## src/rtl/mem_pkg.sv

```systemverilog
// mem_pkg: shared constants and types for the
// data-memory access stage.
package mem_pkg;

  localparam logic [2:0] F3_B   = 3'b000;
  localparam logic [2:0] F3_H   = 3'b001;
  localparam logic [2:0] F3_W   = 3'b010;
  localparam logic [2:0] F3_D   = 3'b011;
  localparam logic [2:0] F3_BU  = 3'b100;
  localparam logic [2:0] F3_HU  = 3'b101;
  localparam logic [2:0] F3_WU  = 3'b110;
  localparam logic [2:0] F3_ILL = 3'b111;

  typedef enum logic [1:0] {
    IDLE,
    REQ,
    WAIT,
    RESP
  } state_t;

endpackage

```

## src/rtl/load_extend.sv

```systemverilog
// load_extend: lane-select a loaded doubleword
// and sign/zero extend it to 64 bits.
module load_extend
  import mem_pkg::*;
(
  input  logic [63:0] rdata,
  input  logic [2:0]  off,
  input  logic [2:0]  funct3,
  output logic [63:0] data
);

  logic [63:0] sh;

  // shift the addressed lane down, then extend
  always_comb begin
    sh   = rdata >> {off, 3'b000};
    data = '0;
    unique case (funct3)
      F3_B:    data = {{56{sh[7]}}, sh[7:0]};
      F3_H:    data = {{48{sh[15]}}, sh[15:0]};
      F3_W:    data = {{32{sh[31]}}, sh[31:0]};
      F3_D:    data = sh;
      F3_BU:   data = {56'd0, sh[7:0]};
      F3_HU:   data = {48'd0, sh[15:0]};
      F3_WU:   data = {32'd0, sh[31:0]};
      default: data = '0;
    endcase
  end

endmodule

```

## src/rtl/mem_access_stage.sv

```systemverilog
// mem_access_stage: req/gnt/rvalid data-memory
// access with lane alignment and load extension.
module mem_access_stage
  import mem_pkg::*;
(
  input  logic        clk,
  input  logic        reset,
  input  logic        ex_valid,
  output logic        ex_ready,
  input  logic [63:0] ALUResult,
  input  logic [63:0] readData2,
  input  logic [2:0]  funct3,
  input  logic        MemRead,
  input  logic        MemWrite,
  output logic        mem_req,
  output logic        mem_we,
  output logic [63:0] mem_addr,
  output logic [7:0]  mem_be,
  output logic [63:0] mem_wdata,
  input  logic        mem_gnt,
  input  logic        mem_rvalid,
  input  logic [63:0] mem_rdata,
  output logic        wb_valid,
  output logic [63:0] wb_data,
  output logic        wb_fault
);

  state_t      state, state_n;
  logic [2:0]  off_q, off_n;
  logic [2:0]  f3_q, f3_n;
  logic        req_n, we_n;
  logic [63:0] addr_n, wd_n;
  logic [7:0]  be_n;
  logic        wbv_n, wbf_n;
  logic [63:0] wbd_n;

  logic [2:0]  off;
  logic [7:0]  be_c;
  logic        mis;
  logic        ill;
  logic        is_mem;
  logic        acc;
  logic [63:0] ext;

  assign ex_ready = (state == IDLE) & reset;
  assign acc      = ex_valid & ex_ready;
  assign off      = ALUResult[2:0];
  assign is_mem   = MemRead | MemWrite;

  load_extend u_ext (
    .rdata  (mem_rdata),
    .off    (off_q),
    .funct3 (f3_q),
    .data   (ext)
  );

  // size decode: byte lanes and misalignment
  always_comb begin
    mis  = 1'b0;
    be_c = 8'h00;
    unique case (1'b1)
      (funct3[1:0] == 2'd0): begin
        be_c = 8'h01 << off;
      end
      (funct3[1:0] == 2'd1): begin
        mis  = off[0];
        be_c = 8'h03 << off;
      end
      (funct3[1:0] == 2'd2): begin
        mis  = |off[1:0];
        be_c = 8'h0F << off;
      end
      default: begin
        mis  = |off;
        be_c = 8'hFF;
      end
    endcase
    // a load wins when both flags are set
    if (MemRead)
      ill = (funct3 == F3_ILL);
    else
      ill = funct3[2];
  end

  // next state and next registered outputs
  always_comb begin
    state_n = state;
    off_n   = off_q;
    f3_n    = f3_q;
    req_n   = mem_req;
    we_n    = mem_we;
    addr_n  = mem_addr;
    be_n    = mem_be;
    wd_n    = mem_wdata;
    wbv_n   = 1'b0;
    wbd_n   = wb_data;
    wbf_n   = wb_fault;
    unique case (state)
      IDLE: begin
        if (acc) begin
          off_n = off;
          f3_n  = funct3;
          wbd_n = '0;
          wbf_n = 1'b0;
          if (!is_mem) begin
            wbd_n   = ALUResult;
            wbv_n   = 1'b1;
            state_n = RESP;
          end else if (mis | ill) begin
            wbf_n   = 1'b1;
            wbv_n   = 1'b1;
            state_n = RESP;
          end else begin
            req_n   = 1'b1;
            we_n    = ~MemRead;
            addr_n  = {ALUResult[63:3], 3'b000};
            be_n    = be_c;
            wd_n    = MemRead ? '0 :
                      readData2 << {off, 3'b000};
            state_n = REQ;
          end
        end
      end
      REQ: begin
        if (mem_gnt) begin
          req_n = 1'b0;
          if (mem_we) begin
            wbv_n   = 1'b1;
            state_n = RESP;
          end else begin
            state_n = WAIT;
          end
        end
      end
      WAIT: begin
        if (mem_rvalid) begin
          wbd_n   = ext;
          wbv_n   = 1'b1;
          state_n = RESP;
        end
      end
      RESP: state_n = IDLE;
      default: state_n = IDLE;
    endcase
  end

  // state, capture and output registers
  always_ff @(posedge clk or negedge reset) begin
    if (!reset) begin
      state     <= IDLE;
      off_q     <= '0;
      f3_q      <= '0;
      mem_req   <= 1'b0;
      mem_we    <= 1'b0;
      mem_addr  <= '0;
      mem_be    <= '0;
      mem_wdata <= '0;
      wb_valid  <= 1'b0;
      wb_data   <= '0;
      wb_fault  <= 1'b0;
    end else begin
      state     <= state_n;
      off_q     <= off_n;
      f3_q      <= f3_n;
      mem_req   <= req_n;
      mem_we    <= we_n;
      mem_addr  <= addr_n;
      mem_be    <= be_n;
      mem_wdata <= wd_n;
      wb_valid  <= wbv_n;
      wb_data   <= wbd_n;
      wb_fault  <= wbf_n;
    end
  end

endmodule

```

## config.mk

```make
export PLATFORM = sky130hd
export DESIGN_NAME = mem_access_stage
export DESIGN_NICKNAME = d
export VERILOG_FILES = /design/src/rtl/mem_pkg.sv /design/src/rtl/load_extend.sv /design/src/rtl/mem_access_stage.sv
export SDC_FILE = /design/constraint.sdc
export NUM_CORES = 1
export LEC_CHECK = 0
export ABC_CLOCK_PERIOD_IN_PS = 3150
export BUFFER_PORTS_ARGS = -buffer_cell sky130_fd_sc_hd__buf_2
export CORE_AREA = 2 2 157 159
export CTS_BUF_LIST = sky130_fd_sc_hd__clkbuf_16
export CTS_CLUSTER_DIAMETER = 120
export DETAILED_ROUTE_END_ITERATION = 10
export DIE_AREA = 0 0 159 161
export HOLD_SLACK_MARGIN = 0.08
export PLACE_DENSITY = 0.81
export REMOVE_ABC_BUFFERS = 1
export SLEW_MARGIN = 40
export SYNTH_ARGS = -nofsm -noshare
export SYNTH_HDL_FRONTEND = slang
export SYNTH_SLANG_ARGS = --single-unit
```

## constraint.sdc

```tcl
create_clock -name clk -period 3.15 [get_ports clk]
set_clock_uncertainty 0.05 [all_clocks]
set_input_delay 0.315 -clock clk [delete_from_list [all_inputs] [get_ports clk]]
set_output_delay 0.315 -clock clk [all_outputs]
set_load 0.01 [all_outputs]
```

**After elaboration in Yosys (flattened, before gate mapping)**

Cells that the tools add are included.

- Memories: 0
- Bits in latches: 0
- Word-level logic and storage cells: 80
- Input port bits: 202
- Output and inout port bits: 205
- Register bits: 209
- Bits in writable memories: 0
- Bits in read-only memories: 0

- Equal/unequal tests: 17
- Bitwise gates (word level): 6
- Shift operators: 5
- Multiply operators: 0
- $lt $le $gt $ge: 0
- Add/subtract/negate cells: 0
- Divide/modulo/power cells: 0
- Muxes and demuxes: 29
- Reductions and logical operators: 12

Operators by type and width:

| operator | number |
|---|---|
| $pmux W64 S7 | 1 |
| $mux W64 | 4 |
| $pmux W64 S2 | 1 |
| $shl A64 B6 Y64 | 1 |
| $shr A64 B6 Y64 | 1 |
| $pmux W8 S3 | 1 |
| $mux W1 | 13 |
| $eq A3 B3 Y1 const B | 4 |
| $mux W2 | 5 |
| $ne A2 B2 Y1 const B | 5 |
| $pmux W2 S4 | 1 |
| $shl A1 B3 Y8 const A | 1 |
| $shl A2 B3 Y8 const A | 1 |
| $shl A4 B3 Y8 const A | 1 |
| $eq A2 B2 Y1 const B | 3 |
| $eq A3 B2 Y1 const B | 2 |
| $pmux W1 S3 | 2 |
| $reduce_and A3 Y1 | 2 |
| $reduce_and A5 Y1 | 1 |
| $eq A2 B1 Y1 const B | 2 |
| $logic_not A2 Y1 | 2 |
| $reduce_and A4 Y1 | 1 |
| $reduce_bool A2 Y1 | 2 |
| $eq A3 B1 Y1 const B | 1 |
| other kinds (8) | 11 |

**Longest topological paths before layout**

- Word-level depth: 7
- Gate-level depth with buffers: 11
- Mapped depth without buffers: 7

**By module**

Synthesis repeated with hierarchy kept, for this count alone.

- Cells, all modules: 1180
- Area, all modules: 12988.7 µm²

Modules (own cells, without submodules):

| module | times used | seq. area each (µm²) | area an instance (µm²) | cells each |
|---|---|---|---|---|
| mem_access_stage | 1 | 5230.0 | 10455.0 | 891 |
| load_extend | 1 | 0.0 | 2533.7 | 289 |

**Worst setup path after synthesis**

OpenSTA, ideal clock, no wires.

- Path type: register to register
- From: register state[0]
- To: register mem_wdata[10]
- Data required time: 3026 ps
- Buffers on the path: 2
- Clock period less this slack: 2479 ps
- Path slack: 671 ps
- Stages on the path, launching flop included: 10
- Arrival time: 2355 ps
- Setup time: 74 ps
- Cells stage by stage: dfrtp_1 inv_1 ha_1 nand3_2 or3b_1 or3_1 clkbuf_1 or3_1 buf_2 o21ai_2

- Cells in the longest elaborated chain, start to end: 4

RTL lines:

| item | RTL line | text |
|---|---|---|
| start, declared | mem_access_stage.sv:28 | `state_t state, state_n;` |
| start signal, assigned | mem_access_stage.sv:162 | `state <= state_n;` |
| $logic_not A2 Y1 (*) | mem_access_stage.sv:45, mem_access_stage.sv:98 |  |
| $and A1 B1 Y1 | mem_access_stage.sv:45 | `assign ex_ready = (state == IDLE) & reset;` |
| $and A1 B1 Y1 | mem_access_stage.sv:46 | `assign acc = ex_valid & ex_ready;` |
| $reduce_and A4 Y1 (no line) (*) | - |  |
| end signal, assigned | mem_access_stage.sv:169 | `mem_wdata <= wd_n;` |
| end, declared | mem_access_stage.sv:19 | `output logic [63:0] mem_wdata,` |

Every way passes the cells marked *; elsewhere a longest branch is shown, timed or not.
A chain may end at the register's enable or synchronous reset.

**Worst setup path in the final report**

- From: register state[0]
- To: register mem_addr[28]

- Cells in the longest elaborated chain, start to end: 4

RTL lines:

| item | RTL line | text |
|---|---|---|
| $logic_not A2 Y1 (*) | mem_access_stage.sv:45, mem_access_stage.sv:98 |  |
| $and A1 B1 Y1 | mem_access_stage.sv:45 |  |
| $and A1 B1 Y1 | mem_access_stage.sv:46 |  |
| $reduce_and A4 Y1 (no line) (*) | - |  |
| end signal, assigned | mem_access_stage.sv:167 | `mem_addr <= addr_n;` |
| end, declared | mem_access_stage.sv:17 | `output logic [63:0] mem_addr,` |

Marked as above.

==> results.md <==
Run status:
- The flow ran to the end, and the final reports show no timing, DRC or antenna violations.

Power and ir drop:
- Cell internal power was estimated by the tool at between 0.008 and 0.009 W.
- The share of power burned in combinational logic is 0.501.
- The share of total power dissipated in sequential elements is 0.310.
- The total leakage power is 7.970 nW.
- The worst-case IR drop observed on VDD is roughly 0.49 mV.
- Of the total power, the share spent switching nets is 0.4196.
- The completed layout was analyzed and its total power is 0.01418 W.
- Power spread over the standard cell area amounts to approximately 880 nW/um^2.
- The relative contribution of the clock network to total power is 0.189.
- The switching power of the nets is a little under 0.006 W.

Die:
- The die width is between 150 and 200 um.
- The die covers about 26000 um^2.
- The core footprint is 23960 um^2.
- The number of top-level pins is 407.
- The initial core utilization is 0.5133.
- The floorplan die height is 161 um.
- After floorplanning, the core was divided into 57 placement rows.

Routing:
- Before antenna repair, the detailed router went through 6 iterations.
- The post-detailed-routing wire length is ~47 mm.
- After detailed routing, the number of remaining DRC violations is 0.
- The routed wirelength normalized by instance count is approximately 23 um.
- The count of routing violations after the opening detailed-route iteration is 1322.
- In this run the remaining antenna-violating nets after routing total 0.
- The routed via count divided by cell count is between 6 and 7.
- The count of vias placed by the detailed router is around 12k.

Synth:
- After synthesis, the most frequently instantiated cells are 209 x sky130_fd_sc_hd__dfrtp_1, 165 x sky130_fd_sc_hd__nand2_1, 110 x sky130_fd_sc_hd__mux2i_1.
- The post-synthesis cell type count is 63.
- In the synthesized netlist, the number of instances is approximately 1.2k.
- Of the post-synthesis cell area, the dominant cell type holds 0.4252.
- The part of the Yosys area used for sequential elements is 0.4252.
- The cell accounting for the most synthesized area is sky130_fd_sc_hd__dfrtp_1.
- The share of the synthesized netlist area taken by xor and xnor gates is 0.
- The cell area that synthesis handed to floorplanning was roughly 12000 um^2.
- The yosys synthesis warning count is 0.
- The most common cell in the synthesized netlist is sky130_fd_sc_hd__dfrtp_1.
- The mux contribution to synthesized area is 0.2165.
- The combinational family with the most area after synthesis is multiplexers.
- The post-synthesis compound-gate area fraction is 0.1896.
- Counting flops with a built-in enable in the synthesized netlist gives 0.
- The fraction of the mapped netlist area in adder cells is 0.01017.
- For this run, asynchronously set or reset flops after synthesis account for 1.000.
- Ranked by total cell area, the synthesized netlist is headed by sky130_fd_sc_hd__dfrtp_1 43%, sky130_fd_sc_hd__mux2i_1 9.0%, sky130_fd_sc_hd__mux2_2 5.5%, sky130_fd_sc_hd__nand2_1 5.0%, sky130_fd_sc_hd__a21oi_1 3.9%.
- In the synthesized netlist the dominant register cell turns out to be sky130_fd_sc_hd__dfrtp_1.
- The post-synthesis average cell area is approximately 10 um^2.
- Of the total synthesized cell area, the portion taken by AND, OR, NAND and NOR gates is 0.1138.
- Counting flops and latches in the post-synthesis netlist gives ~210.

Min path:
- The worst hold path terminates at mem_wdata[9]$_DFFE_PN0P_.
- The number of cells on the worst hold path is 3.
- The startpoint identified for the worst hold timing path is readData2[9].
- In this run the worst hold path is classified as primary input to flip-flop.

Finish:
- After the last flow step, the layout net total stands at between 1.5k and 2k.
- After filler insertion, the fill cell instance count of the layout stands at 1797.
- Once layout is done, the placed cells without fillers occupy 16200 um^2.
- Compared with the post-synthesis result, the final layout area differs by 31.73%.
- The share of post-route cells with drive strength above 1 is 0.3617.

Worst setup path:
- The source of the critical timing path is state[0]$_DFFE_PN0P_.
- The category of the worst setup path launch point is a flip-flop.
- On the critical path, the stage with the largest delay is an instance of sky130_fd_sc_hd__or4_4.
- Counting cells, the worst reg-to-reg path comes to 7.
- Along the worst path, the maximum fanout reaches 44.
- The kind of critical path is flip-flop to flip-flop.
- The delay of the slowest critical-path stage is around 0.58 ns.
- The kind of end point of the critical path is a flip-flop.
- The worst setup slack for register-to-register paths is between 0.3 and 0.4 ns.
- The total buffers and inverters traversed by the critical path is 3.
- The signal on the critical path passes through inv_1 > ha_1 > nand3_2 > buf_4 > or4_4 > buf_4 > mux2_2.
- Data on the critical path arrives at its endpoint at about 3.1 ns.
- The required time of the critical path is around 3.5 ns.
- In this run the critical register-to-register path is captured at mem_addr[28]$_DFFE_PN0P_.
- The cell with the most instances on the worst path is sky130_fd_sc_hd__buf_4.
- The cell class contributing the biggest share of worst-path delay is simple AND/OR/NAND/NOR gates.
- The startpoint of the lowest-slack register-to-register path is state[0]$_DFFE_PN0P_.

Timing:
- Setup repair after global routing left no endpoint under its margin.
- The total setup violations reported at the end of the flow is 0.
- At the pin with the least slew margin, the transition time is around 0.89 ns.
- The final count of pins violating max slew came to 0.
- The minimum clock period after layout is approximately 2.8 ns.
- The timing-limited maximum frequency is between 300 and 400 MHz.
- The total negative slack is 0 ns.
- The period utilization is 0.8829.
- The remaining max-slew budget at the tightest pin is 0.4031.
- The total count of hold-check failures in the final report is 0.

Global routing:
- Entering global routing, the biggest net connects about 150 pins.
- The total grt overflow is 0.
- The number of global-route vias before repair is between 10k and 15k.
- The global-route wire length before repair is 71.37 mm.
- The global routing usage summed across all routing layers is 0.3514.
- The initial antenna violation count is 4.

CTS:
- The clock latency at the later pin of the worst-skew pair is roughly 0.53 ns.
- The CTS tree is done.
- The buffers inserted during post-CTS setup optimization is 0.
- The root cell of the clock tree is sky130_fd_sc_hd__clkbuf_16.
- The CTS buffer count is 24.
- The deepest clock path buffer count is 3.
- Clock tree synthesis found a total of 209 sinks.
- In this run the number of H-tree levels came out at 1.
- Post-CTS repair changed the size of 0 cells.
- After clock tree synthesis, the clock-pin slew on the worst setup and hold paths is about 0.06 ns.

Placement:
- Once detailed placement completed, the half-perimeter wirelength came to ~32 mm.
- The final RePlAce weighted congestion is 0.9210.
- The number of I/O port buffers is ~400.
- Once placement finished, the instance area stood at 14640 um^2.

Job:
- Max-cap violations in this run came to 0.
==> cell usage in the layout (no fill, tap or decap), drive strengths merged, types with 26 or more instances in the layout <==
master       instances
a211oi              26
a21oi               97
a22o                29
a31oi               40
buf                438
dfrtp              209
dlygate4sd3         77
mux2                92
mux2i              110
nand2              165
nand3               36
nor2                51
o21ai               84
==> layout make-up <==
class | count | area, um^2 | share of cell area
Antenna cell | 5 | 12.51 | 0.0007722
Clock buffer | 25 | 625.6 | 0.03861
Inverter | 10 | 37.54 | 0.002317
Timing Repair Buffer | 515 | 3196 | 0.1972
Sequential cell | 209 | 5235 | 0.3231
Tap cell | 324 | 405.4 | 0.02502
Clock inverter | 15 | 100.1 | 0.006178
Multi-Input combinational cell | 904 | 6591 | 0.4068
==> per-layer routing <==
layer  up-vias  GRT usage  share of wire
li1       5427          -              -
met1      6012     0.4185           0.35
met2       860     0.6144           0.49
met3       170    0.07704           0.11
met4         0     0.1550          0.053
met5         -          0              0
==> stage by stage <==
step | worst slack, ns | utilization | hold WS, ns | cells
finish | 0.3690 | 0.6762 | 0.1027 | 2007
global route | 0.2355 | 0.6760 | 0.1123 | 2005
CTS | 0.4092 | 0.6735 | 0.09190 | 2000
detailed placement | 0.4212 | 0.6110 | 0.07989 | 1883
global placement | 0.5431 | 0.6108 | 0.07809 | 1883
floorplan | -2.901 | - | -0.03059 | 1123
==> registers in the layout, summed over array words and instances (netlist names), 2 cells and up <==
| signal | flops |
|---|---|
| wb_data | 64 |
| off_q | 3 |
| state | 2 |
| mem_wdata | 64 |
| mem_addr | 61 |
| mem_be | 8 |
| f3_q | 3 |
==> power groups by stage <==
| stage | logic (W) | registers [W] | clock network, W |
|---|---|---|---|
| CTS | 0.00697 | 0.00435 | 0.00269 |
| floorplan | 0.00349 | 0.00491 | 0 |
| finish | 0.00711 | 0.00440 | 0.00267 |
| global placement | 0.00666 | 0.00433 | 0 |
| global route | 0.00762 | 0.00449 | 0.00281 |
| detailed placement | 0.00687 | 0.00436 | 0 |
==> worst max-delay path by stage <==
stage               slack, ns  cells past startpoint                   endpoint
global placement         0.54                      7    mem_addr[4]$_DFFE_PN0P_
floorplan               -2.90                      5    wb_data[16]$_DFFE_PN0P_
global route             0.24                      8  mem_wdata[41]$_DFFE_PN0P_
detailed placement       0.42                      7    mem_addr[4]$_DFFE_PN0P_
CTS                      0.41                      7   mem_addr[59]$_DFFE_PN0P_
finish                   0.37                      7   mem_addr[28]$_DFFE_PN0P_
==> worst reg2reg max path: stages (launching register included) <==
cell	delay (ns)
sky130_fd_sc_hd__dfrtp_1	0.40
sky130_fd_sc_hd__inv_1	0.15
sky130_fd_sc_hd__ha_1	0.36
sky130_fd_sc_hd__nand3_2	0.12
sky130_fd_sc_hd__buf_4	0.20
sky130_fd_sc_hd__or4_4	0.58
sky130_fd_sc_hd__buf_4	0.33
sky130_fd_sc_hd__mux2_2	0.47
==> cells by family (layout without fill, tap and decap cells) <==
family	after synthesis	after routing
AO/OA/AOI/OAI	359	359
adder cells (fa/ha/maj)	10	10
buffers and inverters	123	565
flip-flops	209	209
multiplexers	220	220
other	1	8
AND/OR/NAND/NOR	312	312
==> what timing repair did <==
item,4_1_cts,5_1_grt
hold endpoints to repair,263,0
endpoints found under the setup margin,0,0
hold buffers,77,0
Note: power is estimated with default switching activity, not from simulation.
